==> src/rtl/ram_sdp_multird.sv <==
// Simple-dual-port RAM with one write port and RD_PORTS independent read channels.
// A CLEAR/RUN FSM zeroes every entry after reset or on request before accesses are served.
module ram_sdp_multird #(
    parameter int RAM_WIDTH = 32,
    parameter int RAM_DEPTH = 16,
    parameter int RD_PORTS  = 2,
    parameter int OUT_REG   = 0,
    parameter int WR_BYPASS = 1,
    localparam int AW = (RAM_DEPTH > 2) ? $clog2(RAM_DEPTH) : 1
) (
    input  logic                          i_clk,
    input  logic                          i_rst_n,
    input  logic                          i_clr,
    input  logic                          i_wr_en,
    input  logic [AW-1:0]                 i_wr_addr,
    input  logic [RAM_WIDTH-1:0]          i_wr_data,
    input  logic [RD_PORTS-1:0]           i_rd_en,
    input  logic [RD_PORTS*AW-1:0]        i_rd_addr,
    output logic [RD_PORTS*RAM_WIDTH-1:0] o_rd_data,
    output logic [RD_PORTS-1:0]           o_rd_vld,
    output logic                          o_ready,
    output logic                          o_addr_err
);

    // AW+1 bits so a power-of-two depth still fits for the range compare
    localparam logic [AW:0]   DEPTH_L = (AW+1)'(RAM_DEPTH);
    localparam logic [AW-1:0] LAST_L  = AW'(RAM_DEPTH - 1);

    typedef enum logic {ST_CLEAR = 1'b0, ST_RUN = 1'b1} state_t;

    state_t                        state_r;
    logic [AW-1:0]                 clr_cnt_r;
    logic                          ready_r;
    logic [RAM_WIDTH-1:0]          mem_r [RAM_DEPTH];
    logic                          run_s;
    logic                          wr_ok_s;
    logic                          err_s;
    logic [RD_PORTS-1:0]           rd_acc_s;
    logic [RD_PORTS*RAM_WIDTH-1:0] rd_val_s;
    logic [RD_PORTS-1:0]           vld1_r;
    logic [RD_PORTS*RAM_WIDTH-1:0] data1_r;
    logic                          err_r;

    assign run_s = (state_r == ST_RUN);

    // Access decode: range check, read mux with optional write-first bypass
    always_comb begin
        wr_ok_s  = 1'b0;
        err_s    = 1'b0;
        rd_acc_s = '0;
        rd_val_s = '0;
        if (run_s && i_wr_en) begin
            if ({1'b0, i_wr_addr} < DEPTH_L) begin
                wr_ok_s = 1'b1;
            end else begin
                err_s = 1'b1;
            end
        end else begin
            wr_ok_s = 1'b0;
        end
        for (int k = 0; k < RD_PORTS; k++) begin
            if (run_s && i_rd_en[k]) begin
                rd_acc_s[k] = 1'b1;
                if ({1'b0, i_rd_addr[k*AW +: AW]} >= DEPTH_L) begin
                    err_s = 1'b1;
                end else if ((WR_BYPASS != 0) && wr_ok_s && (i_wr_addr == i_rd_addr[k*AW +: AW])) begin
                    rd_val_s[k*RAM_WIDTH +: RAM_WIDTH] = i_wr_data;
                end else begin
                    rd_val_s[k*RAM_WIDTH +: RAM_WIDTH] = mem_r[i_rd_addr[k*AW +: AW]];
                end
            end else begin
                rd_acc_s[k] = 1'b0;
            end
        end
    end

    // Storage array: clear walk or accepted write; contents are never reset
    always_ff @(posedge i_clk) begin
        if (state_r == ST_CLEAR) begin
            mem_r[clr_cnt_r] <= '0;
        end else if (wr_ok_s) begin
            mem_r[i_wr_addr] <= i_wr_data;
        end
    end

    // Control FSM: CLEAR walks every entry once, RUN serves accesses
    always_ff @(posedge i_clk or negedge i_rst_n) begin
        if (!i_rst_n) begin
            state_r   <= ST_CLEAR;
            clr_cnt_r <= '0;
            ready_r   <= 1'b0;
        end else begin
            case (state_r)
                ST_CLEAR: begin
                    if (clr_cnt_r == LAST_L) begin
                        state_r   <= ST_RUN;
                        clr_cnt_r <= '0;
                        ready_r   <= 1'b1;
                    end else begin
                        clr_cnt_r <= clr_cnt_r + AW'(1'b1);
                    end
                end
                ST_RUN: begin
                    if (i_clr) begin
                        state_r   <= ST_CLEAR;
                        clr_cnt_r <= '0;
                        ready_r   <= 1'b0;
                    end
                end
                default: begin
                    state_r   <= ST_CLEAR;
                    clr_cnt_r <= '0;
                    ready_r   <= 1'b0;
                end
            endcase
        end
    end

    // First read stage and error pulse; data holds while a channel is idle
    always_ff @(posedge i_clk or negedge i_rst_n) begin
        if (!i_rst_n) begin
            vld1_r  <= '0;
            data1_r <= '0;
            err_r   <= 1'b0;
        end else begin
            vld1_r <= rd_acc_s;
            err_r  <= err_s;
            for (int k = 0; k < RD_PORTS; k++) begin
                if (rd_acc_s[k]) begin
                    data1_r[k*RAM_WIDTH +: RAM_WIDTH] <= rd_val_s[k*RAM_WIDTH +: RAM_WIDTH];
                end
            end
        end
    end

    generate
        if (OUT_REG != 0) begin : g_out_reg
            logic [RD_PORTS-1:0]           vld2_r;
            logic [RD_PORTS*RAM_WIDTH-1:0] data2_r;

            // Optional output stage; keeps running during CLEAR so in-flight reads drain
            always_ff @(posedge i_clk or negedge i_rst_n) begin
                if (!i_rst_n) begin
                    vld2_r  <= '0;
                    data2_r <= '0;
                end else begin
                    vld2_r <= vld1_r;
                    for (int k = 0; k < RD_PORTS; k++) begin
                        if (vld1_r[k]) begin
                            data2_r[k*RAM_WIDTH +: RAM_WIDTH] <= data1_r[k*RAM_WIDTH +: RAM_WIDTH];
                        end
                    end
                end
            end

            assign o_rd_vld  = vld2_r;
            assign o_rd_data = data2_r;
        end else begin : g_no_out_reg
            assign o_rd_vld  = vld1_r;
            assign o_rd_data = data1_r;
        end
    endgenerate

    assign o_ready    = ready_r;
    assign o_addr_err = err_r;

endmodule

==> config.mk <==
export PLATFORM = sky130hd
export DESIGN_NAME = ram_sdp_multird
export DESIGN_NICKNAME = d
export VERILOG_FILES = /design/src/rtl/ram_sdp_multird.sv
export SDC_FILE = /design/constraint.sdc
export NUM_CORES = 1
export LEC_CHECK = 0
export ABC_AREA = 1
export ABC_CLOCK_PERIOD_IN_PS = 4040
export CORE_ASPECT_RATIO = 0.7
export CORE_MARGIN = 2
export CORE_UTILIZATION = 40
export DETAILED_ROUTE_END_ITERATION = 10
export GPL_ROUTABILITY_DRIVEN = 0
export PLACE_DENSITY = 0.54
export SLEW_MARGIN = 20
export SYNTH_ARGS = -nofsm -noshare
export SYNTH_HDL_FRONTEND = slang
export SYNTH_SLANG_ARGS = --single-unit
export TNS_END_PERCENT = 5
==> constraint.sdc <==
create_clock -name i_clk -period 4.04 [get_ports i_clk]
set_input_delay 0.808 -clock i_clk [delete_from_list [all_inputs] [get_ports i_clk]]
set_output_delay 0.808 -clock i_clk [all_outputs]
set_load 0.02 [all_outputs]
# == After elaboration in Yosys (flattened, before gate mapping) ==
# Memories as Yosys holds them, arrays and structs flattened. A register that Yosys moved wholly into a read port is not among the register bits.
# Index checks and enable logic that the tools add are counted.
# classes
bitwise,1
muxes,19
reduce_logical,7
eq_ne,3
add_sub_neg,1
# ops
operator,count
2-to-1 mux 32 bit,1
OR reduction 32 bit,1
2-to-1 mux 1 bit,12
2-to-1 mux 4 bit,3
case mux 4 bit (2 select lines),1
"adder 4 x 1 -> 4 bit, second input constant",1
"equality test 4 bit, second input constant",1
case mux 1 bit (2 select lines),2
logical AND 1 bit,3
zero test 1 bit,2
"inequality test 2 x 1 -> 1 bit, second input constant",1
"inequality test 2 bit, second input constant",1
AND reduction 2 bit,1
NOT 1 bit,1
# totals
register_bits,8
input_bits,50
memories,1
output_inout_bits,68
mem_bits_rw,512
# memory_table
name,depth,word_bits,read_ports,rd_ports_with_merged_regs,write_ports,line_no,source
mem_r,16,32,2,2,1,34,logic [RAM_WIDTH-1:0] mem_r [RAM_DEPTH];

# == Logic depth before layout (Yosys ltp) ==
# Gate-level depths: netlist of run 1.
# logic_depth
depth_word,7
mapped_depth,13
ltp_nobuf,11

# == Worst setup path before layout of run 1 ==
# No wires, ideal clock.
# synth_path
path_type,input to register
from,input i_wr_en
to,"memory mem_r[1][0], enable pin"
t_arrival_ns,3.433
slack_ns,0.146
n_path_buf,0
required_ns,3.579
stages,4
setup_ns,0.461
cell_sequence,nand2_4 > o21ai_1 > nand2_1 > nor3_1
# synth_via
elab_chain_cells,7
# synth_rtl
item,line_no,source
start: declaration,14,"input logic i_wr_en,"
logical AND 1 bit (*),52,if (run_s && i_wr_en) begin
2-to-1 mux 1 bit (*),52,
2-to-1 mux 1 bit (*),81,end else if (wr_ok_s) begin
2-to-1 mux 1 bit (*),79,if (state_r == ST_CLEAR) begin
2-to-1 mux 1 bit (implied by the code) (*),82,mem_r[i_wr_addr] <= i_wr_data;
OR reduction 32 bit (no line),--,
2-to-1 mux 4 bit (no line) or 2-to-1 mux 1 bit (tied branches),--,
end: declaration,34,
# Mark *: on every way between the ends. The rest lies on a longest branch, timed or not.

# == Final worst setup path of run 1 ==
# layout_path
from,"register data1_r[27], in the netlist o_rd_data[27] (read register of mem_r)"
to,output o_rd_data[27]
# layout_rtl
item,line_no,source
start: declaration,41,logic [RD_PORTS*RAM_WIDTH-1:0] data1_r;
end: declaration,19,"output logic [RD_PORTS*RAM_WIDTH-1:0] o_rd_data,"
# No word-level cell between the ends.

==> results.json, run 1 <==
{
  "r2r-end": "mem_r[4][9]",
  "place_area_um2": 33700,
  "finalHoldViolCount": 0,
  "dp_cells": 4948,
  "drive_above_1_share": 0.0558,
  "drt-vias-per-instance": 5.34,
  "fin_cells": 5061,
  "syn_nets": 4008,
  "cp.buffers_inverters": 1,
  "tightest_slew_ps": 1180,
  "drc": 0,
  "total_power_mw": 21.0,
  "area_growth_pct": 14.0,
  "root_buffer": "clkbuf_16",
  "cts_resized": 0,
  "fmax_mhz": 359,
  "grt_max_degree": 152,
  "dpl.hpwl_mm": 64.0,
  "crit_chain": "clkdlybuf4s50_1",
  "cp_slowest_stage_delay_ps": 710,
  "worst_slack_ps": 1260,
  "clkTransAtPathRegs_ps": 70,
  "clkLatencyLatePin_ps": 640,
  "hold_class": "in2async",
  "clockBufferDepth": 3,
  "holdBufCountCts": 0,
  "final_net_count": 4017,
  "max_cap_viol_count": 0,
  "antenna_left": 0,
  "post_drt_wl_per_cell_um": 21.8,
  "yosys_warnings": 0,
  "cp-end-kind": "output port",
  "die_area_um2": 80500,
  "cpMaxStageDelayCell": "clkdlybuf4s50_1",
  "ys_seq_area_frac": 0.549,
  "die_x_um": 338,
  "clock_skew_ps": 19.8,
  "fin_crit_ps": 2780,
  "drt_pass1_iterations": 6,
  "antenna_found_initial": 2,
  "reg2reg_setup_slack_ps": 1470,
  "vias": 27000,
  "grt_pass1_wl_mm": 167,
  "ys_seq_elements": 584,
  "rows": 85,
  "initial_core_util": 0.405,
  "crit_path_end": "o_rd_data[27]",
  "setup_viol": 0,
  "grt_usage": 0.273,
  "die_y_um": 238,
  "cp.arrival_ps": 1970,
  "routed_wl_mm": 111,
  "regArea_um2": 17200,
  "critPathLaunchType": "flop",
  "io_pins": 118,
  "setup_tns_ps": 0,
  "cts_tree": "built",
  "postSynthAreaPerCell_um2": 7.91,
  "numClockSinks": 584,
  "run_status": "complete, no violations",
  "ir_worst_vdd_mv": 0.345,
  "rsz0062_at_grt": "no",
  "first_global_vias": 25700,
  "cts_setup_buffers": 0,
  "crit_cells": 1,
  "crit_family": "buffers and inverters",
  "core_area_um2": 77200,
  "first_iter_violations": 3236,
  "cellLeakagePower_nw": 16.7,
  "post-route-util": 0.462,
  "fin_crit_sh": 0.689,
  "multi_input_area_um2": 11000,
  "criticalPathCategory": "reg2out",
  "holdWs_ps": 307,
  "design_area_um2": 35700,
  "netlist_instances": 3957,
  "cts_buffers": 60,
  "critPathMaxFanout": 2,
  "portBuffers": 116,
  "cts_max_level": 2,
  "timing.rr.start": "run_s",
  "finalMaxSlewViolations": 0,
  "r2r_cells": 5,
  "slew_headroom": 0.210,
  "fillCellCount": 7585,
  "syn_area_um2": 31300,
  "required_ps": 3230,
  "critPathLaunch": "o_rd_data[27]",
  "grt_overflow_total": 0,
  "synth.distinct_cells": 31,
  "cellPowerDensity_nw_per_um2": 588,
  "pre_cts_ws_ps": 664
}
-- per-layer routing --
metal,track usage,vias to the layer above,share of wire
li1,-,12700,-
met1,0.411,12900,0.45
met2,0.406,1357,0.42
met3,0.0417,176,0.096
met4,0.0762,4,0.026
met5,0,-,0.0014
-- state kept, by name, summed over array words and instances, names as in the netlist --
register   flops
mem_r        512
o_ready        1
run_s          1
clr_cnt_r      4
o_rd_data     64
o_rd_vld       2
-- cells in the mapped netlist, drive strengths merged --
cell type | number | area share
nand2 | 1608 | 0.19
nand3 | 880 | 0.14
inv | 567 | 0.068
edfxtp | 512 | 0.49
buf | 143 | 0.022
clkbuf | 108 | 0.013
dfrtp | 72 | 0.058
nand4 | 32 | 0.0064
nor2 | 17 | 0.0028
nor3 | 5 | 0.00080
o21ai | 4 | 0.00064
or2 | 2 | 0.00040
conb | 1 | 0.00012
ha | 1 | 0.00040
nand3b | 1 | 0.00024
o22ai | 1 | 0.00020
o32ai | 1 | 0.00028
xnor2 | 1 | 0.00028
xor2 | 1 | 0.00028
-- cells in the final DEF, fill, tap and decap left out, drive strengths merged --
| cell | Yosys | final |
|---|---|---|
| o21ai | 4 | 4 |
| diode | 0 | 1 |
| nand4 | 32 | 32 |
| or2 | 2 | 2 |
| inv | 567 | 565 |
| bufinv | 0 | 5 |
| dfrtp | 72 | 72 |
| xnor2 | 1 | 1 |
| clkinv | 0 | 29 |
| ha | 1 | 1 |
| nand3b | 1 | 1 |
| nor2 | 17 | 17 |
| clkdlybuf4s50 | 0 | 107 |
| o32ai | 1 | 1 |
| conb | 1 | 1 |
| edfxtp | 512 | 512 |
| nand2 | 1608 | 1608 |
| nor3 | 5 | 5 |
| buf | 143 | 89 |
| nand3 | 880 | 880 |
| clkbuf | 108 | 80 |
| o22ai | 1 | 1 |
| xor2 | 1 | 1 |
| clkinvlp | 0 | 2 |
-- worst min path at each step --
stage | start | end | slack, ps | cells past startpoint
2_1_floorplan | i_rst_n | clr_cnt_r[0] | 510 | 0
3_3_place_gp | o_rd_data[38] | o_rd_data[38] | 470 | 2
6_report | i_rst_n | o_rd_data[13] | 310 | 1
3_5_place_dp | o_ready | o_ready | 470 | 2
4_1_cts | i_rst_n | clr_cnt_r[3] | 330 | 1
5_1_grt | i_rst_n | o_rd_data[53] | 350 | 1
-- power breakdown --
part	switching [mW]	leakage, nW	internal (mW)	total (mW)
clock network	2.49	0.990	3.29	5.78
registers	0.560	5.63	8.20	8.76
logic	4.57	10.1	1.88	6.44
-- logic make-up after synthesis --
kind of cell               after synthesis  share of synthesized area
buffers and inverters                  818                      0.103
other                                    1                   0.000120
and+or+nand+nor                       2545                      0.346
AOI/OAI and AO/OA                        6                    0.00112
DFF                                    584                      0.549
adders and majority gates                1                   0.000400
xor gates and xnor gates                 2                   0.000560
-- layout make-up --
cell class,count,area share
Tap cell,1044,0.0366
Clock buffer,78,0.0481
Antenna cell,1,0.0000702
Sequential cell,584,0.482
Inverter,567,0.0603
Multi-Input combinational cell,2555,0.309
Timing Repair Buffer,198,0.0569
Clock inverter,34,0.00800
Note: power is estimated with default switching activity, not from simulation.
==> inputs of run 2 (changes only) <==
--- a/config.mk
+++ b/config.mk
@@ -6,13 +6,13 @@
 export NUM_CORES = 1
 export LEC_CHECK = 0
 export ABC_AREA = 1
-export ABC_CLOCK_PERIOD_IN_PS = 4040
+export ABC_CLOCK_PERIOD_IN_PS = 2270
 export CORE_ASPECT_RATIO = 0.7
 export CORE_MARGIN = 2
 export CORE_UTILIZATION = 40
 export DETAILED_ROUTE_END_ITERATION = 10
 export GPL_ROUTABILITY_DRIVEN = 0
-export PLACE_DENSITY = 0.54
+export PLACE_DENSITY = 0.56
 export SLEW_MARGIN = 20
 export SYNTH_ARGS = -nofsm -noshare
 export SYNTH_HDL_FRONTEND = slang
==> constraint.sdc (replaced) <==
create_clock -name i_clk -period 2.27 [get_ports i_clk]
set_input_delay 0.454 -clock i_clk [delete_from_list [all_inputs] [get_ports i_clk]]
set_output_delay 0.454 -clock i_clk [all_outputs]
set_load 0.02 [all_outputs]
==> run 2 against run 1 <==
Effect of this change: count of clock-buffer cells in the layout rose by 5; largest cell class unchanged; hold slack improved by 55 ps; critical path depth did not move.
==> results.json, run 2 (synthesis gave the netlist of run 1 again) <==
{
  "drt-vias-per-instance": 5.32,
  "drc": 0,
  "initial_core_util": 0.405,
  "critPathLaunchType": "flop",
  "numClockSinks": 584,
  "ir_worst_vdd_mv": 0.552,
  "slew_headroom": 0.584,
  "vias": 27700,
  "setup_viol": 0,
  "clockBufferDepth": 3,
  "final_net_count": 4155,
  "required_ps": 1820,
  "max_cap_viol_count": 0,
  "layout_common_cells": "1599 x nand2_1, 877 x nand3_1, 556 x inv_1",
  "hold_class": "in2async",
  "cts_max_level": 2,
  "post_drt_wl_per_cell_um": 21.2,
  "routed_wl_mm": 110,
  "drt_pass1_iterations": 6,
  "n_antenna_cell": 0,
  "dpl.hpwl_mm": 70.3,
  "total_power_mw": 38.4,
  "crit_family": "buffers and inverters",
  "cts_buffers": 60,
  "first_iter_violations": 3588,
  "setup_tns_ps": 0,
  "top_register": "mem_r",
  "fillCellCount": 7415,
  "die_y_um": 238,
  "dp_cells": 5085,
  "crit_chain": "clkdlybuf4s50_1",
  "area_growth_pct": 20.6,
  "fin_crit_sh": 0.994,
  "cts_tree": "built",
  "die_x_um": 338,
  "grt_max_degree": 80,
  "largest_reg_flops": 512,
  "die_area_um2": 80500,
  "drive_above_1_share": 0.0860,
  "core_area_um2": 77200,
  "grt_overflow_total": 0,
  "root_buffer": "clkbuf_16",
  "cp.buffers_inverters": 1,
  "cts_setup_buffers": 0,
  "post-route-util": 0.489,
  "clkLatencyLatePin_ps": 650,
  "cp.arrival_ps": 1800,
  "first_global_vias": 25800,
  "final_common_cell": "nand2_1",
  "rsz0062_at_grt": "no",
  "antenna_left": 0,
  "antenna_found_initial": 2,
  "fmax_mhz": 443,
  "cp_slowest_stage_delay_ps": 660,
  "fin_crit_ps": 2260,
  "grt_pass1_wl_mm": 166,
  "holdWs_ps": 362,
  "finalHoldViolCount": 0,
  "cellLeakagePower_nw": 17.7,
  "portBuffers": 116,
  "cellPowerDensity_nw_per_um2": 1020,
  "clock_skew_ps": 20.9,
  "cpMaxStageDelayCell": "clkdlybuf4s50_1",
  "clkTransAtPathRegs_ps": 70,
  "grt_usage": 0.271,
  "critPathMaxFanout": 2,
  "fin_cells": 5197,
  "criticalPathCategory": "reg2out",
  "rows": 85,
  "cp-end-kind": "output port",
  "finalMaxSlewViolations": 0,
  "io_pins": 118,
  "tightest_slew_ps": 624,
  "run_status": "complete, no violations"
}
-- run 2: cell count changes in the layout (fill, tap and decap cells not counted), moves of 3 or more --
cell             delta
clkdlybuf4s50_1     -6
nor3_2              -4
nand2_2             +3
dlygate4sd2_1       +5
buf_4              +55
buf_12             +81
clkbuf_1            +6
nand2_1             -3
nor3_4              +4
clkinv_2            -9
-- run 2: where the power goes --
part / internal, mW / total [mW] / leakage (nW) / switching, mW
registers: 14.6 / 15.6 / 5.63 / 1.01
logic: 4.38 / 12.7 / 11.1 / 8.29
clock network: 5.87 / 10.2 / 0.968 / 4.31
-- run 2: layout make-up --
cell class                 instances  area [um2]  area share
multi-input combinational       2555       11000       0.292
inverter                         567        2150      0.0570
timing repair buffer             336        4080       0.108
sequential                       584       17200       0.455
clock buffer                      83        1700      0.0450
tap                             1044        1310      0.0346
clock inverter                    28         287     0.00759
-- run 2: timing repair --
item	in CTS	in global routing
cloned	0	0
hold buffers	1	0
resized for setup	6	2
setup endpoints to repair	6	45
hold endpoints to repair	36	0
-- run 2: path summary, 6_finish.rpt --
check                      slack, ps       endpoint          start  cells past startpoint
max                               10  o_rd_data[30]  o_rd_data[30]                      1
min                              360  o_rd_data[31]        i_rst_n                      2
max reg2reg                      250   mem_r[3][25]          run_s                      7
min reg2reg                      480  o_rd_data[50]  o_rd_data[50]                      2
max in group asynchronous       1300  o_rd_data[18]        i_rst_n                      3
min in group i_clk               480  o_rd_data[50]  o_rd_data[50]                      2
-- run 2: per-stage QoR --
step                      cell area [um2]  setup WS, ps
after floorplan                     31300          -508
after global placement              35800          -273
after detailed placement            35800          -322
after CTS                           37700          12.4
after global routing                37700          6.71
final                               37700          14.7
-- run 2: layer usage --
layer	global-route usage	share of wire
met2	0.381	0.41
met5	0	0.00012
met3	0.0504	0.11
met4	0.0675	0.022
met1	0.424	0.46
